===== src/rtl/mem_stage_wait.sv =====
// mem_stage_wait: MEM stage with wait-stated data memory and MEM/WB pipeline register
//
// Ports:
//   i_clk, i_rst_n                 clock, asynchronous active-low reset
//   i_pc_in, i_wb_en, i_dest       instruction context from EXE/MEM
//   i_mem_r_en, i_mem_w_en         load / store request (store wins if both set)
//   i_alu_res, i_val_rm            byte address or ALU result, store data
//   o_freeze                       combinational stall request to upstream stages
//   o_*_out                        MEM/WB pipeline register towards WB
// Optional feature macro MEM_BYTE_ACCESS_EN adds i_byte_en / o_byte_en_out for
// single-byte stores and zero-extended byte loads.
module mem_stage_wait #(
    parameter int DATA_W      = 32,
    parameter int DEPTH       = 64,
    parameter int REG_W       = 4,
    parameter int WAIT_CYCLES = 2
) (
    input  logic              i_clk,
    input  logic              i_rst_n,
    input  logic [DATA_W-1:0] i_pc_in,
    input  logic              i_wb_en,
    input  logic              i_mem_r_en,
    input  logic              i_mem_w_en,
    input  logic [DATA_W-1:0] i_alu_res,
    input  logic [DATA_W-1:0] i_val_rm,
    input  logic [REG_W-1:0]  i_dest,
`ifdef MEM_BYTE_ACCESS_EN
    input  logic              i_byte_en,
    output logic              o_byte_en_out,
`endif
    output logic              o_freeze,
    output logic [DATA_W-1:0] o_pc_out,
    output logic              o_wb_en_out,
    output logic              o_mem_r_en_out,
    output logic [DATA_W-1:0] o_alu_res_out,
    output logic [DATA_W-1:0] o_mem_data_out,
    output logic [REG_W-1:0]  o_dest_out
);
    localparam int         AW = $clog2(DEPTH);
    localparam logic [3:0] WC = 4'(WAIT_CYCLES);

    typedef enum logic {S_IDLE, S_WAIT} state_t;

    state_t            r_state, w_nstate;
    logic [3:0]        r_cnt, w_ncnt;
    logic              w_freeze;
    logic [DATA_W-1:0] r_mem [DEPTH];
    logic [AW-1:0]     w_idx;
    logic [DATA_W-1:0] w_rd, w_ld, w_wdata;
    logic              w_mem_op, w_load, w_we;
    logic              w_unused;

    assign w_mem_op = i_mem_r_en | i_mem_w_en;
    assign w_load   = i_mem_r_en & ~i_mem_w_en;
    assign w_idx    = i_alu_res[AW+1:2];
    assign w_rd     = r_mem[w_idx];
    assign w_unused = &{1'b0, i_alu_res};

`ifdef MEM_BYTE_ACCESS_EN
    logic [4:0] w_sh;
    assign w_sh = {i_alu_res[1:0], 3'b000};
    always_comb begin
        w_wdata = i_val_rm;
        if (i_byte_en) begin
            w_wdata = w_rd;
            w_wdata[w_sh +: 8] = i_val_rm[7:0];
        end
    end
    assign w_ld = i_byte_en ? DATA_W'(w_rd[w_sh +: 8]) : w_rd;
`else
    assign w_wdata = i_val_rm;
    assign w_ld    = w_rd;
`endif

    always_comb begin
        w_nstate = r_state;
        w_ncnt   = r_cnt;
        w_freeze = 1'b0;
        if (r_state == S_IDLE) begin
            if (w_mem_op && WC != 4'd0) begin
                w_freeze = 1'b1;
                w_nstate = S_WAIT;
                w_ncnt   = 4'd1;
            end
        end else if (r_cnt != WC) begin
            w_freeze = 1'b1;
            w_ncnt   = r_cnt + 4'd1;
        end else begin
            w_nstate = S_IDLE;
            w_ncnt   = 4'd0;
        end
    end

    // Gating with reset drops the stall immediately when an access is aborted.
    assign o_freeze = w_freeze & i_rst_n;
    assign w_we     = i_mem_w_en & ~o_freeze & i_rst_n;

    always_ff @(posedge i_clk or negedge i_rst_n) begin
        if (!i_rst_n) begin
            r_state <= S_IDLE;
            r_cnt   <= 4'd0;
        end else begin
            r_state <= w_nstate;
            r_cnt   <= w_ncnt;
        end
    end

    always_ff @(posedge i_clk) begin
        if (w_we) r_mem[w_idx] <= w_wdata;
    end

    always_ff @(posedge i_clk or negedge i_rst_n) begin
        if (!i_rst_n) begin
            o_pc_out       <= '0;
            o_wb_en_out    <= 1'b0;
            o_mem_r_en_out <= 1'b0;
            o_alu_res_out  <= '0;
            o_mem_data_out <= '0;
            o_dest_out     <= '0;
`ifdef MEM_BYTE_ACCESS_EN
            o_byte_en_out  <= 1'b0;
`endif
        end else if (o_freeze) begin
            o_wb_en_out    <= 1'b0;
            o_mem_r_en_out <= 1'b0;
        end else begin
            o_pc_out       <= i_pc_in;
            o_wb_en_out    <= i_wb_en;
            o_mem_r_en_out <= w_load;
            o_alu_res_out  <= i_alu_res;
            o_mem_data_out <= w_load ? w_ld : '0;
            o_dest_out     <= i_dest;
`ifdef MEM_BYTE_ACCESS_EN
            o_byte_en_out  <= i_byte_en;
`endif
        end
    end
endmodule


===== config.mk =====
export PLATFORM = sky130hd
export DESIGN_NAME = mem_stage_wait
export DESIGN_NICKNAME = d
export VERILOG_FILES = /design/src/rtl/mem_stage_wait.sv
export SDC_FILE = /design/constraint.sdc
export NUM_CORES = 2
export LEC_CHECK = 0
export BUFFER_PORTS_ARGS = -buffer_cell sky130_fd_sc_hd__buf_2
export CORE_UTILIZATION = 48
export CTS_CLUSTER_DIAMETER = 50
export CTS_CLUSTER_SIZE = 28
export DETAILED_ROUTE_END_ITERATION = 8
export GPL_ROUTABILITY_DRIVEN = 0
export HOLD_SLACK_MARGIN = 0.03
export PLACE_DENSITY_LB_ADDON = 0.08
export REMOVE_ABC_BUFFERS = 1
export SYNTH_ARGS = -nofsm -noshare
export SYNTH_HDL_FRONTEND = slang
export SYNTH_SLANG_ARGS = --single-unit

===== constraint.sdc =====
create_clock -name i_clk -period 3.05 [get_ports i_clk]
set_input_delay 0 -clock i_clk [delete_from_list [all_inputs] [get_ports i_clk]]
set_output_delay 0 -clock i_clk [all_outputs]
set_load 0.1 [all_outputs]

### Word-level counts from Yosys, hierarchy flattened

Memory sizes are Yosys's and may differ from the RTL's.
Cells that the tools add are included.

| operators by class | value |
|---|---|
| add/subtract/negate cells | 1 |
| $mul | 0 |
| divide/modulo/power cells | 0 |
| order comparisons | 0 |
| equality and inequality tests | 1 |
| shift operators | 0 |
| multiplexer cells | 11 |
| bitwise operators | 7 |
| reductions and logical operators | 1 |

Operators with widths:

| operator | count |
|---|---|
| 32-bit 2-to-1 mux | 1 |
| 4-bit 2-to-1 mux | 3 |
| 1-bit 2-to-1 mux | 7 |
| 4-bit by 1-bit adder with 4-bit output, second input constant | 1 |
| 1-bit bitwise AND | 4 |
| 4-bit by 2-bit != test with 1-bit output, second input constant | 1 |
| 1-bit NOT | 2 |
| 2-bit nonzero test | 1 |
| 1-bit bitwise OR | 1 |

| word-level totals | value |
|---|---|
| register bits | 107 |
| bits in latches | 0 |
| memory bits (writable) | 2048 |
| ROM bits | 0 |
| input port bits | 105 |
| logic and storage cells | 30 |
| memories | 1 |

Memory list:

| memory | words | bits a word | read ports | clocked after Yosys merged registers in | write ports | RTL line | RTL |
|---|---|---|---|---|---|---|---|
| r_mem | 64 | 32 | 1 | 0 | 1 | 47 | `logic [DATA_W-1:0] r_mem [DEPTH];` |

### Longest topological paths before layout

| depth | value |
|---|---|
| word-level depth | 9 |
| depth in mapped cells | 10 |

### Least setup slack after synthesis

Ideal clock, no wire load.

| path | value |
|---|---|
| path type | register to register |
| from | register r_cnt[0] |
| to | memory r_mem[12][0] (enable) |
| setup time | 421 ps |
| data arrival time | 2712 ps |
| path slack | -83 ps |
| cell stages (with the launch flop) | 8 |
| buffers on the path | 0 |
| cells stage by stage | dfrtp_1 > inv_1 > ha_1 > nor3b_2 > nand4_1 > nor2_1 > nand2_1 > nor2_1 |

| on the way | value |
|---|---|
| word-level cells in the longest chain between the ends | 9 |

Ends and longest elaborated chain:

| element | RTL line | RTL |
|---|---|---|
| start, declared | 45 | `logic [3:0] r_cnt, w_ncnt;` |
| start signal, assigned | 104 | `r_cnt <= w_ncnt;` |
| 4-bit by 2-bit != test with 1-bit output | 85 | `end else if (r_cnt != WC) begin` |
| 1-bit 2-to-1 mux | 85 |  |
| 1-bit 2-to-1 mux | 79 | `if (r_state == S_IDLE) begin` |
| 1-bit bitwise AND | 95 | `assign o_freeze = w_freeze & i_rst_n;` |
| 1-bit NOT | 96 | `assign w_we = i_mem_w_en & ~o_freeze & i_rst_n;` |
| 1-bit bitwise AND (2 in a row) | 96 |  |
| 1-bit 2-to-1 mux | 109 | `if (w_we) r_mem[w_idx] <= w_wdata;` |
| 1-bit 2-to-1 mux (implied by the code) | 109 |  |
| end, declared | 47 |  |

Every way passes these cells.

### Worst setup path after layout

| path | value |
|---|---|
| from | register r_cnt[0] |
| to | output o_freeze |

| on the way | value |
|---|---|
| word-level cells in the longest chain between the ends | 4 |

Ends and longest elaborated chain:

| element | RTL line | RTL |
|---|---|---|
| 4-bit by 2-bit != test with 1-bit output | 85 |  |
| 1-bit 2-to-1 mux | 85 |  |
| 1-bit 2-to-1 mux | 79 |  |
| via w_freeze | 46 | `logic w_freeze;` |
| 1-bit bitwise AND | 95 |  |
| end, declared | 31 | `output logic o_freeze,` |

The timed path passes the listed nets, and every way through them passes these cells.

==> flow_metrics.env <==
export IMPL_ys_types=49
export IMPL_cp_end_kind="output port"
export IMPL_r2r_start="r_cnt[0]"
export IMPL_route_vias_total=46400
export IMPL_drt_initial_drc_count=5242
export IMPL_ios=208
export IMPL_period_minus_slack_ns=2.88
export IMPL_root_buffer="clkbuf_16"
export IMPL_cp_num_buf_inv=3
export IMPL_grt_max_degree=104
export IMPL_worstMarginPinSlew_ns=1.03
export IMPL_final_setup_tns_ns=0
export IMPL_yosysTopAreaCellShare=0.755
export IMPL_synth_area_leader_cell="edfxtp_1"
export IMPL_tritoncts="built"
export IMPL_path_clk_slew_ns=0.07
export IMPL_grt_use_total=0.277
export IMPL_p_leak_nw=32.8
export IMPL_synthTopCellsByCount="edfxtp_1 (2048), mux2i_1 (509), a221o_1 (480)"
export IMPL_hold_ws_ns=0.0926
export IMPL_cp_start_kind="flip-flop"
export IMPL_synth_avg_cell_area_um2=18.4
export IMPL_final_nets=5151
export IMPL_async_flop_share=0.0497
export IMPL_crit_end="o_freeze"
export IMPL_hold_viol=0
export IMPL_syn2layout_area_growth_pct=19.1
export IMPL_h_tree_depth=4
export IMPL_timing_rr_end="r_mem[0][28]"
export IMPL_via_per_inst=6.27
export IMPL_antenna_found_initial=8
export IMPL_port_buffers=207
export IMPL_synth_edff_count=2048
export IMPL_yosys_area_share_simple=0.0106
export IMPL_ir_drop_mv=0.648
export IMPL_required_ns=3.05
export IMPL_syn_inst=4431
export IMPL_synthAdderAreaFrac=0.000307
export IMPL_initial_utilization=0.485
export IMPL_critPathMaxFanout=52
export IMPL_synthMostInstantiatedCell="edfxtp_1"
export IMPL_drv_cap=0
export IMPL_powerDensity_nw_per_um2=665
export IMPL_yosys_top_cells_area="edfxtp_1 (76%), mux2i_1 (6.3%), a221o_1 (5.9%), dfrtp_1 (3.3%), o22ai_1 (2.9%)"
export IMPL_critPathKind="reg -> out"
export IMPL_timing_slew_headroom=0.310
export IMPL_post_dp_cell_area_um2=89100
export IMPL_grt_pass1_wl_um=336000
export IMPL_route_detailed_drc=0
export IMPL_synth_xor_area_share=0
export IMPL_routed_wl_um=239000
export IMPL_finish_utilization=0.578
export IMPL_finalInstanceArea_um2=97000
export IMPL_clockBufferDepth=3
export IMPL_yosysWarningCount=0
export IMPL_clk_latency_ns=0.83
export IMPL_synthMuxAreaShare=0.0753
export IMPL_rows=150
export IMPL_reg2reg_slack_ns=0.18
export IMPL_r2r_cells=9
export IMPL_cp_cell_sequence="inv_1, ha_1, nor3b_2, a21oi_1, and2_4, buf_16, buf_4"
export IMPL_slew_viol_final=0
export IMPL_cp_top_family="buffers and inverters"
export IMPL_rsz0062_at_grt="no"
export IMPL_cp_slowest_stage_delay_ns=0.41
export IMPL_overflow=0
export IMPL_dpl_hpwl_um=143000
export IMPL_worstSetupStartpoint="r_cnt[0]"
export IMPL_synth_compound_area_share=0.108
export IMPL_grt_pass1_vias=45000
export IMPL_worstPathArrival_ns=2.88
export IMPL_slowest_stage="dfrtp_1"
export IMPL_ys_ff_latch=2155
export IMPL_ys_flop_type="edfxtp_1"
export IMPL_fmax_mhz=347
export IMPL_path_depth=7
export IMPL_antenna_left=0
export IMPL_seq_area_frac_synth=0.788
export IMPL_dieArea_um2=171000
export IMPL_synth_top_family_by_area="compound AO/OA/AOI/OAI gates"
export IMPL_setup_viol=0
export IMPL_synth_area_um2=81400
export IMPL_cts_inserted_buffers=174
export IMPL_avgRoutedWirePerCell_um=32.3
export IMPL_clock_sinks=2155
export IMPL_dr_pass1_iters=5
export IMPL_fin_skew_ns=0.0242
export IMPL_die_w_um=414
export IMPL_fin_crit_sh=0.945
export IMPL_core_area_um2=168000
export IMPL_die_h_um=414
export IMPL_layout_drive_gt1_share=0.207
export IMPL_outcome="finished clean"
export IMPL_hold_class="in -> reg"
report_power, final:
group | leakage, nW | internal, mW | switching (mW)
clock | 2.98 | 12.2 | 11.8
sequential | 19.7 | 32.7 | 0.273
combinational | 10.1 | 1.96 | 5.54
total | 32.8 | 46.9 | 17.6
worst min-delay path by stage:
stage	start	end	slack (ns)	depth (start not counted)
detailed placement	i_rst_n	r_state	0.22	2
global placement	i_rst_n	o_pc_out[30]	0.22	2
finish	i_val_rm[27]	r_mem[30][27]	0.09	2
floorplan	i_rst_n	o_alu_res_out[0]	-0.30	0
CTS	i_mem_w_en	r_cnt[0]	0.05	4
global route	i_val_rm[27]	r_mem[29][27]	0.10	2
stage by stage:
stage	cells	power (mW)	setup WS [ns]
2_1_floorplan	4098	38.1	-8.97
3_3_place_gp	6901	40.8	-0.0155
3_5_place_dp	6901	40.9	-0.0454
4_1_cts	7399	64.8	0.0164
5_1_grt	7401	66.3	0.0457
6_report	7403	64.5	0.168
flip-flops by register name, indices dropped and copies added (netlist names):
| name | count |
|---|---|
| r_mem | 2048 |
| o_wb_en_out | 1 |
| o_dest_out | 4 |
| o_mem_data_out | 32 |
| r_state | 1 |
| o_mem_r_en_out | 1 |
| o_alu_res_out | 32 |
| o_pc_out | 32 |
| r_cnt | 4 |
routing by layer:
metal / track usage / vias up / part of all wire
met5: 0 / - / 0
met4: 0.0772 / 0 / 0.027
met1: 0.399 / 24200 / 0.42
li1: - / 19800 / -
met3: 0.0401 / 294 / 0.075
met2: 0.441 / 2054 / 0.47
kinds of logic (layout without fill, tap and decap cells):
group | after synthesis | in the layout
buffers and inverters | 336 | 1101
and+or+nand+nor | 183 | 183
other | 0 | 3
DFF | 2155 | 2155
AOI/OAI and AO/OA | 1166 | 1166
muxes | 589 | 589
adders and majority gates | 2 | 2
cell usage in the layout, fill, tap and decap left out, types with 17 or more instances in the layout:
cell | synthesis | final
nor2_4 | 0 | 65
inv_6 | 0 | 33
clkinv_8 | 0 | 25
clkbuf_16 | 0 | 179
nor4_1 | 30 | 30
buf_12 | 0 | 139
inv_8 | 0 | 25
mux2_2 | 68 | 68
mux2i_1 | 509 | 509
a21oi_1 | 244 | 244
a221oi_1 | 17 | 17
o22ai_1 | 372 | 372
buf_2 | 107 | 193
a221o_1 | 480 | 480
buf_4 | 3 | 264
dlygate4sd3_1 | 0 | 170
nand2_1 | 45 | 43
edfxtp_1 | 2048 | 2048
o21ai_1 | 31 | 31
dfrtp_1 | 107 | 107
area by class of cell:
type / count / area, µm²
Fill cell: 12600 / 70800
Timing Repair Buffer: 770 / 7510
Inverter: 3 / 18.8
Multi-Input combinational cell: 1940 / 16400
Sequential cell: 2155 / 64200
Antenna cell: 3 / 7.51
Clock buffer: 191 / 4520
Clock inverter: 137 / 1650
Tap cell: 2204 / 2760
worst reg2reg max path, stage by stage (launching register included):
cell     delay (ns)
dfrtp_1        0.42
inv_1          0.10
ha_1           0.14
nor3b_2        0.25
nand4_1        0.46
nor2_1         0.39
nand2_1        0.14
buf_4          0.23
nor2_4         0.20
buf_4          0.25
timing repair:
| item | 4_1_cts | 5_1_grt |
|---|---|---|
| gates resized for setup | 2 | 1 |
| hold endpoints to repair | 1794 | 0 |
| setup buffers | 0 | 0 |
| hold buffers | 170 | 0 |
| gates cloned | 0 | 1 |
| endpoints found under the setup margin | 1 | 8 |
(Power assumes the default switching activity.)
